**src/rtl/char_stream_normalizer.sv**
```systemverilog
// Byte-stream normalizer ahead of the keyword checker: folds case, collapses separator runs,
// drops control bytes, pads a space before end-of-stream NUL, buffers through a FWFT FIFO.
module char_stream_normalizer #(
    parameter int unsigned DEPTH = 8,
    parameter int unsigned AW    = 3
) (
    input  logic          clk,
    input  logic          reset,
    input  logic [7:0]    in_char,
    input  logic          in_valid,
    output logic          in_ready,
    output logic [7:0]    out_char,
    output logic          out_valid,
    input  logic          out_ready,
    output logic [AW:0]   fifo_level,
    output logic [15:0]   drop_count
);

    typedef enum logic [0:0] {StNorm, StEosPad} state_e;

    localparam logic [AW:0] FullLevel = (AW + 1)'(DEPTH);

    state_e          state_q, state_d;
    logic [AW-1:0]   wr_ptr_q, wr_ptr_d;
    logic [AW-1:0]   rd_ptr_q, rd_ptr_d;
    logic [AW:0]     level_q, level_d;
    logic            prev_sep_q, prev_sep_d;
    logic [15:0]     drop_q, drop_d;
    logic [7:0]      mem_q [DEPTH];

    logic            full;
    logic            accept;
    logic            pop;
    logic            push;
    logic [7:0]      wdata;
    logic            is_upper;
    logic            is_print;
    logic            is_sep;
    logic            is_eos;

    // in_ready looks only at full, so a same-cycle pop never makes room for a push.
    assign full       = (level_q == FullLevel);
    assign in_ready   = (state_q == StNorm) && !full;
    assign accept     = in_valid && in_ready;
    assign out_valid  = (level_q != '0);
    assign pop        = out_valid && out_ready;
    assign out_char   = out_valid ? mem_q[rd_ptr_q] : 8'h00;
    assign fifo_level = level_q;
    assign drop_count = drop_q;

    assign is_upper = (in_char >= 8'h41) && (in_char <= 8'h5A);
    assign is_print = (in_char >= 8'h21) && (in_char <= 8'h7E);
    assign is_sep   = (in_char == 8'h20) || (in_char == 8'h09) ||
                      (in_char == 8'h0A) || (in_char == 8'h0D);
    assign is_eos   = (in_char == 8'h00);

    always_comb begin
        push       = 1'b0;
        wdata      = 8'h00;
        state_d    = state_q;
        prev_sep_d = prev_sep_q;
        drop_d     = drop_q;
        case (state_q)
            StNorm: begin
                if (accept) begin
                    if (is_upper) begin
                        push       = 1'b1;
                        wdata      = in_char + 8'h20;
                        prev_sep_d = 1'b0;
                    end else if (is_print) begin
                        push       = 1'b1;
                        wdata      = in_char;
                        prev_sep_d = 1'b0;
                    end else if (is_sep) begin
                        if (!prev_sep_q) begin
                            push       = 1'b1;
                            wdata      = 8'h20;
                            prev_sep_d = 1'b1;
                        end
                    end else if (is_eos) begin
                        push = 1'b1;
                        // An unterminated word gets a space first; the NUL follows from StEosPad.
                        if (prev_sep_q) begin
                            wdata = 8'h00;
                        end else begin
                            wdata   = 8'h20;
                            state_d = StEosPad;
                        end
                    end else if (drop_q != 16'hFFFF) begin
                        drop_d = drop_q + 16'd1;
                    end
                end
            end
            StEosPad: begin
                if (!full) begin
                    push       = 1'b1;
                    wdata      = 8'h00;
                    prev_sep_d = 1'b1;
                    state_d    = StNorm;
                end
            end
            default: state_d = StNorm;
        endcase
    end

    always_comb begin
        wr_ptr_d = push ? wr_ptr_q + AW'(1) : wr_ptr_q;
        rd_ptr_d = pop  ? rd_ptr_q + AW'(1) : rd_ptr_q;
        level_d  = level_q + (AW + 1)'(push) - (AW + 1)'(pop);
    end

    always_ff @(posedge clk) begin
        if (reset) begin
            state_q    <= StNorm;
            wr_ptr_q   <= '0;
            rd_ptr_q   <= '0;
            level_q    <= '0;
            prev_sep_q <= 1'b1;
            drop_q     <= 16'h0000;
        end else begin
            state_q    <= state_d;
            wr_ptr_q   <= wr_ptr_d;
            rd_ptr_q   <= rd_ptr_d;
            level_q    <= level_d;
            prev_sep_q <= prev_sep_d;
            drop_q     <= drop_d;
        end
    end

    always_ff @(posedge clk) begin
        if (push) begin
            mem_q[wr_ptr_q] <= wdata;
        end
    end

endmodule

```
**config.mk**
```make
export PLATFORM = sky130hd
export DESIGN_NAME = char_stream_normalizer
export DESIGN_NICKNAME = d
export VERILOG_FILES = /design/src/rtl/char_stream_normalizer.sv
export SDC_FILE = /design/constraint.sdc
export NUM_CORES = 1
export LEC_CHECK = 0
export BUFFER_PORTS_ARGS = -buffer_cell sky130_fd_sc_hd__clkbuf_2
export CAP_MARGIN = 20
export CORE_ASPECT_RATIO = 0.9
export CORE_UTILIZATION = 42
export CTS_CLUSTER_SIZE = 10
export DETAILED_ROUTE_END_ITERATION = 8
export PLACE_DENSITY = 0.65
export SETUP_SLACK_MARGIN = 0.15
export SLEW_MARGIN = 10
export SYNTH_ARGS = -nofsm -noshare
export SYNTH_HDL_FRONTEND = slang
export SYNTH_SLANG_ARGS = --single-unit
```
**constraint.sdc**
```tcl
create_clock -name clk -period 4.99 [get_ports clk]
set_input_delay 0.998 -clock clk [delete_from_list [all_inputs] [get_ports clk]]
set_output_delay 0.998 -clock clk [all_outputs]
set_load 0.01 [all_outputs]
```
# --- Word-level counts from Yosys, hierarchy flattened ---
# Memory sizes are Yosys's and may differ from the RTL's. A register that Yosys moved wholly into a read port is not among the register bits.
# Index checks and enable logic that the tools add are counted.
totals:
  regBits: 28
  latch_bits: 0
  mem_bits_rw: 64
  rom_bits: 0
  inputBits: 12
  output_inout_bits: 30
  mem_count: 1
op_classes:
  add_sub_neg: 6
  mul: 0
  n_div: 0
  n_lt_le_gt_ge: 4
  n_eq_ne: 9
  shift: 0
  muxes: 33
  bitwise_logic: 5
  reduce_logical: 13
memory_table:
  columns: ["name", "depth", "word_bits", "rd", "rd_ports_with_merged_regs", "write_ports", "line_no", "text"]
  rows:
  - ["mem_q", 8, 8, 1, 1, 1, "29", "logic [7:0] mem_q [DEPTH];"]
op_table:
  columns: ["operator", "n"]
  rows:
  - ["8-bit two-way mux", 6]
  - ["8-bit by 4-bit equality test with 1-bit output, second input constant", 3]
  - ["1-bit two-way mux", 20]
  - ["16-bit by 1-bit adder with 16-bit output, second input constant", 1]
  - ["8-bit by 7-bit less-or-equal comparator with 1-bit output, second input constant", 2]
  - ["16-bit != test, second input constant", 1]
  - ["8-bit one-hot mux with 2 select lines", 1]
  - ["8-bit by 6-bit adder with 8-bit output, second input constant", 1]
  - ["8-bit by 6-bit equality test with 1-bit output, second input constant", 1]
  - ["8-bit by 6-bit greater-or-equal comparator with 1-bit output, second input constant", 1]
  - ["8-bit by 7-bit greater-or-equal comparator with 1-bit output, second input constant", 1]
  - ["8-bit logical NOT", 1]
  - ["7-bit AND reduction", 1]
  - ["3-bit by 1-bit adder with 3-bit output, second input constant", 2]
  - ["3-bit two-way mux", 2]
  - ["6-bit two-way mux", 1]
  - ["1-bit one-hot mux with 2 select lines", 3]
  - ["1-bit logical AND", 5]
  - ["1-bit NOT", 5]
  - ["4-bit by 1-bit adder with 4-bit output", 1]
  - ["4-bit equality test, second input constant", 1]
  - ["2-bit != test, second input constant", 2]
  - ["4-bit != test, second input constant", 1]
  - ["4-bit nonzero test", 1]
  - ["4 further kinds", 6]

# --- Depth between registers and ports, before layout ---
logic_depth:
  word_depth: 11
  depth_mapped: 14
  depth_no_buf: 13

# --- Least setup slack after synthesis ---
# OpenSTA, ideal clock, no wires.
synth_timing:
  kind: "input -> register"
  startpoint: "input in_char[7]"
  endpoint: "memory mem_q[4][0], enable pin"
  setup_ns: 0.398
  t_arrival_ns: 3.511
  required_time_ns: 4.592
  path_slack_ns: 1.081
  path_stages: 7
  path_buffers: 1
  cell_sequence: "or3_1 -> or4_1 -> nand2_1 -> a211oi_1 -> or2_1 -> clkbuf_1 -> nor4b_1"
synth_via:
  elab_chain_cells: 11
  word_cells_on_any_way: 22
  cone_classes: "4 x order compare; 4 x eq/ne; 8 x mux; 6 x reduce/logical"
synth_lines:
  columns: ["item", "line_no", "text"]
  rows:
  - ["start, declared", "9", "input logic [7:0] in_char,"]
  - ["branches (longest 6 deep; another with 8-bit by 6-bit greater-or-equal comparator with 1-bit output)", null, null]
  - ["1-bit two-way mux (*)", "66", "if (is_upper) begin"]
  - ["1-bit two-way mux (*)", "65", "if (accept) begin"]
  - ["1-bit one-hot mux with 2 select lines (*)", "63", "case (state_q)"]
  - ["1-bit two-way mux (*)", "131", "if (push) begin"]
  - ["1-bit two-way mux (not written as such) (*)", "132", "mem_q[wr_ptr_q] <= wdata;"]
  - ["end, declared", "29", null]
# Mark *: on every way between the ends.

# --- Worst setup path after layout ---
layout_timing:
  startpoint: "input in_char[0]"
  endpoint: "register level_q[2], in the netlist fifo_level[2]"
layout_via:
  elab_chain_cells: 11
  word_cells_on_any_way: 22
  cone_classes: "2 x add/sub; 4 x order compare; 4 x eq/ne; 6 x mux; 6 x reduce/logical"
layout_lines:
  columns: ["item", "line_no", "text"]
  rows:
  - ["branches (longest 6 deep; another with 8-bit by 6-bit greater-or-equal comparator with 1-bit output)", null, null]
  - ["1-bit two-way mux (*)", "66", null]
  - ["1-bit two-way mux (*)", "65", null]
  - ["1-bit one-hot mux with 2 select lines (*)", "63", null]
  - ["4-bit by 1-bit adder with 4-bit output (*)", "109", "level_d = level_q + (AW + 1)'(push) - (AW + 1)'(pop);"]
  - ["4-bit by 1-bit subtractor with 4-bit output (*)", "109", null]
  - ["end signal, assigned", "124", "level_q <= level_d;"]
  - ["end, declared", "26", "logic [AW:0] level_q, level_d;"]
# Marked as above.
# A chain may end at the register's enable or synchronous reset.

==> flow_summary_export.csv <==
group,metric,value,unit
status,status,"finished clean",
synth,muxShareOfSynthArea,0.118,
synth,synth-seq-cells,95,
route,first_pass_iters,4,
sta,holdWs,0.490,ns
worst_setup_path,crit_required,5.18,ns
global_route,grt_pass1_vias,2632,
layout,fin_area,4920,um2
clock_network,clockBufferDepth,2,
worst_setup_path,critical-path-max-stage-delay,0.44,ns
clock_network,insertion_delay,0.34,ns
synth,yosysTopAreaCellShare,0.450,
clock_network,cts.clk_slew.worst_paths,0.06,ns
synth,yosys_warnings,0,
layout,fillerInstances,869,
place,port_buffers,41,
route,wirelength,8240,um
hold_path,hp-class,"reg -> reg",
synth,synth_compound_area_frac,0.0428,
clock_network,holdBufCountCts,0,
synth,synth_edf_count,64,
worst_setup_path,rr_worst_depth,13,
layout,antennaDiodeCount,0,
place,gp_congestion,0.801,
place,dp_hpwl,5630,um
layout,syn_to_final_growth,15.2,%
synth,syn_area,4270,um2
global_route,gr-usage-met3,0.0416,
run,cap_violations,0,
sta,min_period_over_period,0.760,
synth,ys_seq_area_frac,0.595,
floorplan,initial_core_util,0.437,
global_route,grt_util_met2,0.263,
synth,synthArstFlopShare,0,
worst_setup_path,crit_family,"simple AND/OR/NAND/NOR gates",
pwr,power_density,427,nW/um2
worst_setup_path,cp-endpoint,"fifo_level[2]",
floorplan,design.core.area,9780,um2
route,drt_iter0_drc,203,
layout,nets,396,
sta,hold_viol,0,
sta,fmax,264,MHz
worst_setup_path,reg2reg_slack,1.67,ns
layout,final_common_cell,"edfxtp_1",
clock_network,post-cts-setup-buffers,0,
synth,synth.area.top_cells,"edfxtp_1, dfxtp_1, mux4_2, nor2_1, ha_1",
clock_network,h-tree-depth,3,
sta,setup_tns,0,ns
route,vias_per_cell,5.48,
layout,layout_common_cells,"edfxtp_1, clkbuf_2, nor2_1, dfxtp_1, mux4_2",
route,via_count,2761,
sta,slew_viol_final,0,
clock_network,cts.sinks,95,
synth,syn_avg_cell_area,13.1,um2
clock_network,cts_tree,"done",
floorplan,die_y,97.7,um
route,postRouteAntennaNets,0,
clock_network,cts_buffers,9,
worst_setup_path,r2r-start,"fifo_level[2]",
worst_setup_path,critPathMaxFanout,15,
layout,final_layout_size_suffix_gt1_frac,0.235,
sta,rsz0062_at_grt,"no",
synth,synth-simple-area-share,0.159,
layout,seqCellArea,2540,um2
worst_setup_path,criticalPathCategory,"in -> reg",
floorplan,die_w,108,um
global_route,grt_use_total,0.166,
pwr,power,2.10,mW
global_route,top_usage_layer,"met2",
route,drcViolationCount,0,
clock_network,root_buffer,"clkbuf_16",
synth,synth_top_family_by_area,"simple AND/OR/NAND/NOR gates",
global_route,met1_usage,0.230,
sta,max_slew.worst_pin.slew,1.08,ns
synth,yosys.area_share.xor_xnor,0.0246,
worst_setup_path,crit_path_end_kind,"flop",
sta,setup_viol,0,
sta,skew,0.0107,ns
worst_setup_path,crit_buf_inv,3,
worst_setup_path,cp.arrival,3.99,ns
global_route,grt_max_degree,35,
clock_network,post_cts_resize_count,0,
global_route,overflow,0,
layout,multiInputGateArea,1620,um2
sta,slew_headroom,0.273,
worst_setup_path,startpoint_type,"primary input",
layout,fin_util,0.503,
global_route,grt_pass1_wl,13300,um
synth,synth_cell_types,47,
worst_setup_path,path_depth,13,
worst_setup_path,path_cells,"clkbuf_2, or2_1, or4_4, o2bb2ai_2, a211oi_1, or2_1, ha_1, inv_1, ha_1, inv_1, fa_1, xor2_1, nor2_1",
global_route,antenna_found_initial,0,
worst_setup_path,timing.rr.end,"fifo_level[2]",
synth,synthAdderAreaFrac,0.0340,
floorplan,io_pins,42,
sta,period_needed,3.79,ns
worst_setup_path,crit_start,"in_char[0]",
place,placedInstanceArea,4620,um2
pwr,p_leak,1.77,nW
synth,synth_nets,350,
worst_setup_path,crit_path_top_delay_cell,"or4_4",
pwr,ir_worst_vdd,0.180,mV
synth,syn_inst,327,
floorplan,die-area,10600,um2
synth,yosys.area.top_type,"edfxtp_1",
synth,synth_ff_type,"edfxtp_1",
floorplan,rows,34,
route,drt-wirelength-per-cell,16.3,um
-- worst min-delay path by stage --
stage                 from           to  cells after the start
3_5_place_dp   rd_ptr_q[1]  rd_ptr_q[1]                      2
6_report       rd_ptr_q[1]  rd_ptr_q[1]                      2
2_1_floorplan  rd_ptr_q[1]         flop                      2
3_3_place_gp   rd_ptr_q[1]  rd_ptr_q[1]                      2
5_1_grt        rd_ptr_q[1]         flop                      2
4_1_cts        rd_ptr_q[1]         flop                      2
-- per-layer routing --
layer  routed length (um)  up-vias
met5                    0        -
met4                   73        0
met3                  462        9
met2                 3860       93
met1                 3840     1330
li1                     -     1329
-- power breakdown --
group	internal [mW]	switching, mW
clock network	0.348	0.304
registers	0.882	0.0628
logic	0.244	0.259
total	1.47	0.626
-- logic make-up (layout without fill, tap and decap cells) --
kind of cell / Yosys count / after routing
adders and majority gates: 11 / 11
and+or+nand+nor: 124 / 124
AOI/OAI and AO/OA: 29 / 29
buffers and inverters: 26 / 77
muxes: 30 / 30
xor gates and xnor gates: 12 / 12
DFF: 95 / 95
-- cell type report --
cell class | count | area share
Clock buffer | 9 | 0.0457
Clock inverter | 7 | 0.0130
Inverter | 12 | 0.00915
Multi-Input combinational cell | 206 | 0.328
Sequential cell | 95 | 0.516
Tap cell | 126 | 0.0320
Timing Repair Buffer | 49 | 0.0554
-- stage by stage --
stage / std cells / worst slack (ns)
global placement: 487 / 0.957
global route: 504 / 0.950
detailed placement: 487 / 0.867
CTS: 503 / 1.23
floorplan: 327 / 1.08
finish: 504 / 1.20
-- worst reg2reg max path, cell delays in order, from the launching register on --
cell and delay [ns]:
dfxtp_1 0.32, inv_1 0.09, ha_1 0.17, or3b_2 0.49, and2_1 0.21, a211oi_1 0.43
or2_1 0.36, ha_1 0.29, inv_1 0.05, ha_1 0.15, inv_1 0.05, fa_1 0.37
xor2_1 0.16, nor2_1 0.05
-- sequential cells by signal, summed over array words and instances, names as in the netlist, named ones only --
signal      count
wr_ptr_q        3
prev_sep_q      1
state_q         1
rd_ptr_q        3
fifo_level      4
mem_q          64
drop_count     16
-- synth_stat cells (all sizes together), types with 2 or more instances --
cell,n
or4,6
dfxtp,31
nand4,3
nor4,14
ha,10
nand2,15
nand3,7
nand2b,2
and3,8
a21o,2
o21ai,7
a21oi,11
o31ai,3
edfxtp,64
or2,3
and2,3
xnor2,8
and3b,2
clkbuf,7
buf,7
inv,12
nor3b,5
nor2,34
nor2b,5
mux2i,10
mux2,4
xor2,4
nor4b,2
or3,3
mux4,16
nor3,9
(Power assumes the default switching activity.)
